[src/rtl/pc_sequencer_if.sv]
`default_nettype none
// ============================================================================
//  Module      : pc_sequencer_if
//  Description : Fetch, issue and next-PC bundle between the program-counter
//                sequencer and the rest of the RV32I core.
//  Revision    : 1.0  initial release
// ============================================================================
interface pc_sequencer_if;
    // Instruction-memory fetch handshake
    logic        imem_req;
    logic [31:0] imem_addr;
    logic        imem_ack;
    logic [31:0] imem_rdata;
    // Issue to decoder / datapath
    logic [31:0] instr;
    logic        instr_valid;
    logic        exec_done;
    // Next-PC resolution
    logic        NextPCSrc;
    logic [31:0] branch_target;
    // Status
    logic [31:0] pc;
    logic [31:0] pc_plus4;
    logic        trap;
    logic [31:0] instret;

    // Sequencer side
    modport master (
        output imem_req, imem_addr, instr, instr_valid,
               pc, pc_plus4, trap, instret,
        input  imem_ack, imem_rdata, exec_done, NextPCSrc, branch_target
    );

    // Memory / datapath side
    modport slave (
        input  imem_req, imem_addr, instr, instr_valid,
               pc, pc_plus4, trap, instret,
        output imem_ack, imem_rdata, exec_done, NextPCSrc, branch_target
    );
endinterface
`default_nettype wire

[src/rtl/pc_sequencer.sv]
`default_nettype none
// ============================================================================
//  Module      : pc_sequencer
//  Description : RV32I program-counter sequencer. Fetches one instruction at a
//                time, issues it, waits for exec_done, then resolves the next
//                PC (sequential, taken target, or trap on misaligned target).
//                Counts retired instructions.
//  Revision    : 1.0  initial release
// ============================================================================
module pc_sequencer #(
    parameter logic [31:0] RESET_VEC = 32'h0000_0000,
    parameter logic [31:0] TRAP_VEC  = 32'h0000_0100
) (
    input  wire logic       clk,
    input  wire logic       rst,
    pc_sequencer_if.master  bus
);

    typedef enum logic [0:0] {
        S_FETCH = 1'b0,
        S_EXEC  = 1'b1
    } state_t;

    state_t      state_q;
    logic [31:0] pc_q;
    logic [31:0] instr_q;
    logic [31:0] instret_q;
    logic        first_q;     // set only in the first EXEC cycle of an instruction

    logic [31:0] pc_plus4_w;
    logic        resolve_w;
    logic        misalign_w;
    logic [31:0] pc_d;
    logic [31:0] instret_d;

    assign pc_plus4_w = pc_q + 32'd4;
    assign resolve_w  = (state_q == S_EXEC) && bus.exec_done;
    assign misalign_w = bus.NextPCSrc && (bus.branch_target[1:0] != 2'b00);

    // Next PC and retire count, only consumed in a resolving EXEC cycle
    always_comb begin
        pc_d      = pc_plus4_w;
        instret_d = instret_q + 32'd1;
        if (bus.NextPCSrc) begin
            if (misalign_w) begin
                pc_d      = TRAP_VEC;
                instret_d = instret_q;
            end else begin
                pc_d      = bus.branch_target;
            end
        end
    end

    // Fetch / execute sequencing and architectural state
    always_ff @(posedge clk) begin
        if (rst) begin
            state_q   <= S_FETCH;
            pc_q      <= RESET_VEC;
            instr_q   <= 32'd0;
            instret_q <= 32'd0;
            first_q   <= 1'b0;
        end else if (state_q == S_FETCH) begin
            first_q <= 1'b0;
            if (bus.imem_ack) begin
                instr_q <= bus.imem_rdata;
                first_q <= 1'b1;
                state_q <= S_EXEC;
            end
        end else begin
            first_q <= 1'b0;
            if (bus.exec_done) begin
                pc_q      <= pc_d;
                instret_q <= instret_d;
                state_q   <= S_FETCH;
            end
        end
    end

    // Strobes are masked by rst so nothing leaks out during a reset cycle;
    // imem_req must already be high in the first cycle after rst falls.
    assign bus.imem_req    = !rst && (state_q == S_FETCH);
    assign bus.imem_addr   = pc_q;
    assign bus.instr       = instr_q;
    assign bus.instr_valid = !rst && first_q && (state_q == S_EXEC);
    assign bus.trap        = !rst && resolve_w && misalign_w;
    assign bus.pc          = pc_q;
    assign bus.pc_plus4    = pc_plus4_w;
    assign bus.instret     = instret_q;

endmodule
`default_nettype wire

[src/flat_wrapper.sv]
// flat-port wrapper written by rule: the top's interface ports become plain ports
module pc_sequencer_flat 
#(
    parameter logic [31:0] RESET_VEC = 32'h0000_0000,
    parameter logic [31:0] TRAP_VEC  = 32'h0000_0100
)
  (clk, rst, bus_imem_req, bus_imem_addr, bus_instr, bus_instr_valid, bus_pc, bus_pc_plus4, bus_trap, bus_instret, bus_imem_ack, bus_imem_rdata, bus_exec_done, bus_NextPCSrc, bus_branch_target);
  pc_sequencer_if bus_i ();
  input  wire logic clk;
  input  wire logic rst;
  output wire logic [$bits(bus_i.imem_req)-1:0] bus_imem_req;
  output wire logic [$bits(bus_i.imem_addr)-1:0] bus_imem_addr;
  output wire logic [$bits(bus_i.instr)-1:0] bus_instr;
  output wire logic [$bits(bus_i.instr_valid)-1:0] bus_instr_valid;
  output wire logic [$bits(bus_i.pc)-1:0] bus_pc;
  output wire logic [$bits(bus_i.pc_plus4)-1:0] bus_pc_plus4;
  output wire logic [$bits(bus_i.trap)-1:0] bus_trap;
  output wire logic [$bits(bus_i.instret)-1:0] bus_instret;
  input wire logic [$bits(bus_i.imem_ack)-1:0] bus_imem_ack;
  input wire logic [$bits(bus_i.imem_rdata)-1:0] bus_imem_rdata;
  input wire logic [$bits(bus_i.exec_done)-1:0] bus_exec_done;
  input wire logic [$bits(bus_i.NextPCSrc)-1:0] bus_NextPCSrc;
  input wire logic [$bits(bus_i.branch_target)-1:0] bus_branch_target;
  assign bus_imem_req = bus_i.imem_req;
  assign bus_imem_addr = bus_i.imem_addr;
  assign bus_instr = bus_i.instr;
  assign bus_instr_valid = bus_i.instr_valid;
  assign bus_pc = bus_i.pc;
  assign bus_pc_plus4 = bus_i.pc_plus4;
  assign bus_trap = bus_i.trap;
  assign bus_instret = bus_i.instret;
  assign bus_i.imem_ack = bus_imem_ack;
  assign bus_i.imem_rdata = bus_imem_rdata;
  assign bus_i.exec_done = bus_exec_done;
  assign bus_i.NextPCSrc = bus_NextPCSrc;
  assign bus_i.branch_target = bus_branch_target;
  pc_sequencer #(.RESET_VEC(RESET_VEC), .TRAP_VEC(TRAP_VEC)) u_core (.clk(clk), .rst(rst), .bus(bus_i));
endmodule
[config.mk]
export PLATFORM = sky130hd
export DESIGN_NAME = pc_sequencer_flat
export DESIGN_NICKNAME = d
export VERILOG_FILES = /design/src/rtl/pc_sequencer_if.sv /design/src/rtl/pc_sequencer.sv /design/src/flat_wrapper.sv
export SDC_FILE = /design/constraint.sdc
export NUM_CORES = 1
export LEC_CHECK = 0
export CORE_UTILIZATION = 46
export CTS_BUF_LIST = sky130_fd_sc_hd__clkbuf_16
export CTS_CLUSTER_SIZE = 25
export DETAILED_ROUTE_END_ITERATION = 6
export MAX_ROUTING_LAYER = met4
export PLACE_DENSITY_LB_ADDON = 0.05
export RECOVER_POWER = 50
export SETUP_SLACK_MARGIN = 0.02
export SLEW_MARGIN = 10
export SYNTH_ARGS = -nofsm -noshare
export SYNTH_HDL_FRONTEND = slang
export SYNTH_SLANG_ARGS = --single-unit
[constraint.sdc]
create_clock -name clk -period 4.61 [get_ports clk]
set_clock_uncertainty 0.05 [all_clocks]
set_input_delay 1.1525 -clock clk [delete_from_list [all_inputs] [get_ports clk]]
set_output_delay 1.1525 -clock clk [all_outputs]
set_load 0.05 [all_outputs]
Word-level counts from Yosys, hierarchy flattened
Cells that the tools add are included.
{"block": "totals", "ff_bits": 98, "out_inout_bits": 163, "input_bits": 69, "elab_cells": 29}
{"block": "classes", "add_sub_neg": 2, "n_reduce_logical": 13, "bitwise_logic": 1, "muxes": 7, "n_eq_ne": 1}
{"cell": "$mux W32", "count": 4}
{"cell": "$add A32 B1 Y32 const B", "count": 1}
{"cell": "$add A32 B3 Y32 const B", "count": 1}
{"cell": "$logic_and A1 B1 Y1", "count": 7}
{"cell": "$reduce_and A2 Y1", "count": 2}
{"cell": "$mux W1", "count": 3}
{"cell": "$reduce_and A3 Y1", "count": 1}
{"cell": "$ne A2 B2 Y1 const B", "count": 1}
{"cell": "$reduce_bool A2 Y1", "count": 1}
{"cell": "$reduce_or A2 Y1", "count": 1}
{"cell": "$logic_not A1 Y1", "count": 1}
{"cell": "$not A1 Y1", "count": 1}

Logic depth before layout (Yosys ltp)
Gate-level depths: netlist of the first run.
{"block": "logic_depth", "ltp_word": 4, "ltp_mapped": 7}

Worst setup path after synthesis of the first run
Ideal clock, no wire load.
{"block": "synth_timing", "path_type": "input to output", "from": "in bus_NextPCSrc", "to": "out bus_trap", "arrival_ns": 3.247, "stages": 3, "slack_ns": 0.161, "required_ns": 3.408, "path_cell_list": "clkbuf_1 -> clkinv_1 -> nor4_1"}
{"block": "synth_between", "elab_chain_len": 2}
{"element": "from (decl)", "line": "flat_wrapper.sv:22", "source": "input wire logic [$bits(bus_i.NextPCSrc)-1:0] bus_NextPCSrc;"}
{"element": "$logic_and A1 B1 Y1", "line": "pc_sequencer.sv:38", "source": "assign misalign_w = bus.NextPCSrc && (bus.branch_target[1:0] != 2'b00);"}
{"element": "$logic_and A1 B1 Y1", "line": "pc_sequencer.sv:85", "source": "assign bus.trap = !rst && resolve_w && misalign_w;"}
{"element": "to (decl)", "line": "flat_wrapper.sv:17", "source": "output wire logic [$bits(bus_i.trap)-1:0] bus_trap;"}
No other way between the ends.

Worst setup path after layout of the first run
{"block": "layout_timing", "from": "reg u_core.pc_q[4] (netlist: u_core.bus.imem_addr[4])", "to": "out bus_pc_plus4[23]"}
{"block": "layout_between", "elab_chain_len": 1}
{"element": "from (decl)", "line": "pc_sequencer.sv:25", "source": "logic [31:0] pc_q;"}
{"element": "from (signal assigned)", "line": "pc_sequencer.sv:72", "source": "pc_q <= pc_d;"}
{"element": "$add A32 B3 Y32", "line": "pc_sequencer.sv:36", "source": "assign pc_plus4_w = pc_q + 32'd4;"}
{"element": "to (decl)", "line": "flat_wrapper.sv:16", "source": "output wire logic [$bits(bus_i.pc_plus4)-1:0] bus_pc_plus4;"}
No other way between the ends.

==> results.py, run 1 <==
metrics = {
    "clock_tree": {
        "cts-root-buf": "clkbuf_16",
        "post-cts-setup-buffers": 0,
        "cts_resized": 0,
        "cts_buffer_depth": 2,
        "cts_buffers": 9,
        "cts_hold_buf": 0,
        "cts_tree": "yes",
        "clkLatencyLatePin_ps": 340,
        "h-tree-depth": 3,
        "path_clk_slew_ps": 70,
        "cts_sinks": 98,
    },
    "placement": {
        "pre_cts_ws_ps": 663,
        "hpwl_microns": 11000,
        "dp.cells": 953,
        "placed_area_sq_um": 7280,
        "gp_congestion": 0.855,
        "portBuffers": 231,
    },
    "power": {
        "leakage_uw": 0.00295,
        "peakVddDrop_mv": 0.184,
        "power_density_nw_per_um2": 274,
    },
    "detailed_routing": {
        "ant_nets": 0,
        "detail_route.wl_per_cell_microns": 15.8,
        "avgViaCountPerCell": 5.40,
        "dr.pass1.iters": 4,
        "drtIter0Drc": 186,
        "routed_wl_microns": 15300,
        "drc": 0,
        "vias": 5240,
    },
    "yosys": {
        "synth_top_family_by_area": "simple AND/OR/NAND/NOR gates",
        "yosysSeqAreaShare": 0.382,
        "synth-compound-area-share": 0.143,
        "yosys.area_share.simple": 0.279,
        "syn_inst": 648,
        "synthMuxAreaShare": 0.00585,
        "postSynthNetCount": 719,
        "synth_edf_count": 0,
        "yosysUniqueCellTypes": 55,
        "ys_ff_latch": 98,
        "synthAdderAreaFrac": 0.00487,
        "syn-cell-area_sq_um": 5140,
        "syn-mean-instance-area_sq_um": 7.93,
        "synth_ff_type": "dfxtp_1",
        "synthArstFlopShare": 0,
        "yosysWarnings": 0,
        "synth_xor_area_frac": 0.0938,
    },
    "global_routing": {
        "busiest_layer": "met2",
        "grt_max_degree": 48,
        "grtUsageMet2": 0.461,
        "grt_pass1_vias": 4918,
        "grt_use_met3": 0.0533,
        "grt_overflow": 0,
        "grt_pass1_wl_microns": 23900,
        "grt_use_total": 0.268,
        "antenna_found_initial": 2,
        "grt_use_met1": 0.305,
    },
    "min_path": {
        "worstHoldStart": "u_core.bus.instr[27]",
        "hp-class": "flop to flop",
    },
    "worst_setup_path": {
        "r2r-start": "u_core.state_q",
        "crit_path_start_kind": "flop",
        "worst-path-buf-inv": 1,
        "rrSetupSlack_ps": 2100,
        "slowest_delay_ps": 810,
        "cp_cell_sequence": "nand3_2, nor4_4, nand2_1, nor2_1, xor2_1, clkdlybuf4s50_1",
        "worstRegToRegCells": 6,
        "cp_top_family": "simple AND/OR/NAND/NOR gates",
        "crit_fanout": 10,
        "path_class": "flop to output pin",
        "crit-reg2reg-capture": "u_core.bus.instret[26]",
        "critical_path.startpoint": "u_core.bus.imem_addr[4]",
        "path_depth": 6,
        "crit_slowest_cell": "clkdlybuf4s50_1",
        "crit_end": "bus_pc_plus4[23]",
        "critPathRequiredTime_ps": 3410,
        "worstSetupEndpointType": "output pin",
        "cp.arrival_ps": 3100,
    },
    "run_status": {
        "status": "complete, no violations",
    },
    "die": {
        "design.core.area_sq_um": 10800,
        "die_w_microns": 108,
        "die_area_sq_um": 11600,
        "die_h_microns": 108,
        "rows": 38,
        "io_pins": 232,
        "start_util": 0.474,
    },
    "finish": {
        "fin_area_sq_um": 7610,
        "nNetsFinal": 895,
        "multiInputGateArea_sq_um": 2710,
        "fin_cells": 970,
        "n_fill_cell": 909,
        "mostFrequentLayoutCell": "clkdlybuf4s50_1",
        "drive_gt1_frac": 0.0495,
        "seq_area_sq_um": 1960,
        "final_cell_mix": "clkdlybuf4s50_1, nand2_1, dfxtp_1",
        "syn_to_final_growth_pct": 48.2,
    },
    "timing": {
        "hold_viol": 0,
        "finalCritPeriodShare": 0.933,
        "min_period_ps": 4300,
        "max_freq_ghz": 0.232,
        "relSlewSlack": 0.0940,
        "setup_tns_ps": 0,
        "max_slew.worst_pin.slew_ps": 1360,
        "maxSlewViolCount": 0,
        "rsz0062_at_grt": "false",
        "setup_viol": 0,
        "hold_slack_ps": 400,
        "setup_ws_ps": 309,
    },
    "job": {
        "cap_violations": 0,
    },
}
synth_stat cells, drive strengths merged (3+ instances only):
master  count  share of area
mux2i       3         0.0058
o21ai      20          0.019
a21o       10          0.015
clkbuf     32          0.024
nor3       14          0.014
buf        44          0.060
nand3      29          0.029
xor2        8          0.014
nor4       21          0.031
nand2b      4         0.0049
and3        6         0.0078
a31oi       4         0.0049
o31ai       4         0.0058
o311ai      5         0.0085
xnor2      47          0.080
a21oi      46          0.045
nand4      15          0.025
nor2       57          0.042
inv        10         0.0073
and4        8          0.014
a22o        9          0.015
or3         3         0.0037
nand2     117          0.086
dfxtp      98           0.38
a211oi      4         0.0058
and2        6         0.0080
tightest hold or removal path: cells and delay by family (launching register included):
family | cells | cell delay (ps)
compound gates | 1 | 50
simple gates | 1 | 50
flops | 1 | 310
sequential cells by signal (all words and copies together), names as in the netlist:
register              count
u_core.bus.imem_addr     32
u_core.bus.instr         32
u_core.bus.instret       32
u_core.first_q            1
u_core.state_q            1
worst min path at each step:
| stage | endpoint | slack (ps) | depth (start not counted) |
|---|---|---|---|
| after floorplan | u_core.state_q | 470 | 2 |
| after global routing | u_core.bus.instr[26] | 420 | 2 |
| after detailed placement | u_core.bus.instr[27] | 400 | 2 |
| after global placement | u_core.bus.instr[22] | 390 | 2 |
| final | u_core.bus.instr[27] | 400 | 2 |
| after CTS | u_core.bus.instr[27] | 400 | 2 |
per-stage QoR:
step                       util  total power (uW)
after CTS                 0.703              2110
final                     0.702              2090
after detailed placement  0.671              1250
after global routing      0.702              2170
after floorplan               -              1110
after global placement    0.671              1250
cells by family after synthesis:
kind of cell               after synthesis
and+or+nand+nor                        287
AOI/OAI and AO/OA                      116
adders and majority gates                2
buffers and inverters                   87
DFF                                     98
xor gates and xnor gates                55
muxes                                    3
metal layers:
layer | vias up | share of wire
li1 | 2562 | -
met1 | 2450 | 0.41
met2 | 203 | 0.50
met3 | 25 | 0.062
met4 | 0 | 0.022
met5 | - | 0
layout make-up:
class / instances / share of cell area
Clock buffer: 9 / 0.0296
Sequential cell: 98 / 0.258
Timing Repair Buffer: 241 / 0.313
Antenna cell: 2 / 0.000657
Clock inverter: 6 / 0.0151
Inverter: 11 / 0.00542
Tap cell: 140 / 0.0230
Multi-Input combinational cell: 463 / 0.355
where the power goes:
group / switching (uW) / internal (uW) / total, uW / leakage [uW]
Sequential: 20.1 / 870 / 890 / 0.000796
Clock: 328 / 531 / 860 / 0.000167
Combinational: 209 / 128 / 337 / 0.00198
Power figures use the tool's default switching activity.
==> run 2: changes to the inputs <==
--- a/config.mk
+++ b/config.mk
@@ -7,8 +7,9 @@
 export LEC_CHECK = 0
 export CORE_UTILIZATION = 46
 export CTS_BUF_LIST = sky130_fd_sc_hd__clkbuf_16
-export CTS_CLUSTER_SIZE = 25
+export CTS_CLUSTER_SIZE = 12
 export DETAILED_ROUTE_END_ITERATION = 6
+export GPL_ROUTABILITY_DRIVEN = 0
 export MAX_ROUTING_LAYER = met4
 export PLACE_DENSITY_LB_ADDON = 0.05
 export RECOVER_POWER = 50
==> results of run 2 <==
Same layout as run 1: the final DEF is identical, and so are final timing and power.
==> run 3: changes to the inputs <==
==> constraint.sdc (replaced) <==
create_clock -name clk -period 4.61 [get_ports clk]
set_clock_uncertainty 0.05 [all_clocks]
set_input_delay 1.1525 -clock clk [delete_from_list [all_inputs] [get_ports clk]]
set_output_delay 1.1525 -clock clk [all_outputs]
set_load 0.01 [all_outputs]
==> results.py, run 3 (same netlist as run 1, synthesis figures left out) <==
metrics = {
    "clock_tree": {
        "h-tree-depth": 3,
        "cts_buffers": 9,
        "cts_sinks": 98,
        "clkLatencyLatePin_ps": 340,
        "cts_tree": "yes",
        "cts_resized": 0,
        "cts_hold_buf": 0,
        "cts_buffer_depth": 2,
        "post-cts-setup-buffers": 0,
        "cts-root-buf": "clkbuf_16",
        "path_clk_slew_ps": 70,
    },
    "placement": {
        "hpwl_microns": 10900,
        "pre_cts_ws_ps": 591,
        "portBuffers": 231,
    },
    "detailed_routing": {
        "vias": 5175,
        "drtIter0Drc": 270,
        "detail_route.wl_per_cell_microns": 15.4,
        "ant_nets": 0,
        "routed_wl_microns": 15000,
        "drc": 0,
        "avgViaCountPerCell": 5.34,
        "dr.pass1.iters": 5,
    },
    "worst_setup_path": {
        "crit_fanout": 7,
        "path_class": "input pin to output pin",
        "crit_path_start_kind": "input pin",
        "cp.arrival_ps": 2880,
        "crit-reg2reg-capture": "u_core.bus.instret[28]",
        "r2r-start": "u_core.state_q",
        "rrSetupSlack_ps": 2100,
        "critPathRequiredTime_ps": 3410,
        "worstSetupEndpointType": "output pin",
        "worstRegToRegCells": 6,
    },
    "die": {
        "die_h_microns": 108,
        "rows": 38,
        "die_area_sq_um": 11600,
        "die_w_microns": 108,
        "design.core.area_sq_um": 10800,
        "io_pins": 232,
        "start_util": 0.474,
    },
    "min_path": {
        "hold_end": "u_core.bus.instr[15]",
        "min_path_cells": 2,
        "hp-class": "flop to flop",
        "worstHoldStart": "u_core.bus.instr[15]",
    },
    "finish": {
        "n_fill_cell": 925,
        "mostFrequentLayoutCell": "clkdlybuf4s50_1",
        "seq_area_sq_um": 1960,
        "syn_to_final_growth_pct": 47.5,
        "drive_gt1_frac": 0.0483,
        "multiInputGateArea_sq_um": 2710,
        "final_cell_mix": "clkdlybuf4s50_1, nand2_1, dfxtp_1",
        "nNetsFinal": 894,
        "final_util": 0.699,
    },
    "timing": {
        "rsz0062_at_grt": "false",
        "setup_viol": 0,
        "max_slew.worst_pin.slew_ps": 1330,
        "max_freq_ghz": 0.245,
        "maxSlewViolCount": 0,
        "relSlewSlack": 0.113,
        "setup_ws_ps": 530,
        "min_period_ps": 4080,
        "finalCritPeriodShare": 0.885,
        "hold_viol": 0,
        "setup_tns_ps": 0,
    },
    "global_routing": {
        "antenna_found_initial": 2,
        "grt_max_degree": 35,
        "grt_pass1_vias": 4754,
        "grt_use_total": 0.262,
        "grt_overflow": 0,
        "grt_pass1_wl_microns": 23300,
    },
    "job": {
        "cap_violations": 0,
    },
    "power": {
        "leakage_uw": 0.00298,
        "peakVddDrop_mv": 0.196,
        "power_density_nw_per_um2": 255,
    },
    "run_status": {
        "status": "complete, no violations",
    },
}
-- run 3: worst max-delay path by stage --
| stage | startpoint | to | slack, ps | cells past startpoint |
|---|---|---|---|---|
| final | bus_NextPCSrc | bus_trap | 530 | 4 |
| after global routing | bus_NextPCSrc | u_core.bus.instret[10] | 320 | 8 |
| after CTS | u_core.bus.imem_addr[2] | bus_pc_plus4[18] | 570 | 6 |
| after detailed placement | bus_NextPCSrc | bus_trap | 590 | 4 |
| after global placement | bus_NextPCSrc | bus_trap | 570 | 4 |
| after floorplan | bus_NextPCSrc | bus_trap | 1260 | 3 |
-- run 3: where the power goes --
group          switching [uW]  internal (uW)
registers                20.7            869
clock network             333            476
logic                     108            128
total                     461           1470
-- run 3: cell type report --
type,instances,area share
sequential,98,0.259
tap,140,0.0231
antenna,2,0.000661
timing repair buffer,240,0.313
multi-input combinational,463,0.357
inverter,11,0.00545
clock inverter,7,0.0121
clock buffer,9,0.0297
-- run 3: layer usage --
layer | global-route usage | up-vias | wire length [microns]
met5 | - | - | 0
met4 | 0.0949 | 0 | 212
met3 | 0.0393 | 15 | 1050
met2 | 0.445 | 196 | 7610
met1 | 0.314 | 2402 | 6090
li1 | - | 2562 | -
-- run 3: critical path, cell delays in order --
cell and delay, ps:
dlygate4sd3_1 550, clkinv_1 230, nor4_1 340, clkdlybuf4s50_1 600
-- run 3: metrics by stage --
stage,cell area (sq um),std cells,hold slack (ps),total power (uW)
finish,7580,970,401,1930
global route,7580,970,417,2010
CTS,7570,968,407,1960
detailed placement,7260,952,398,1150
global placement,7260,952,392,1150
floorplan,5140,648,431,1010
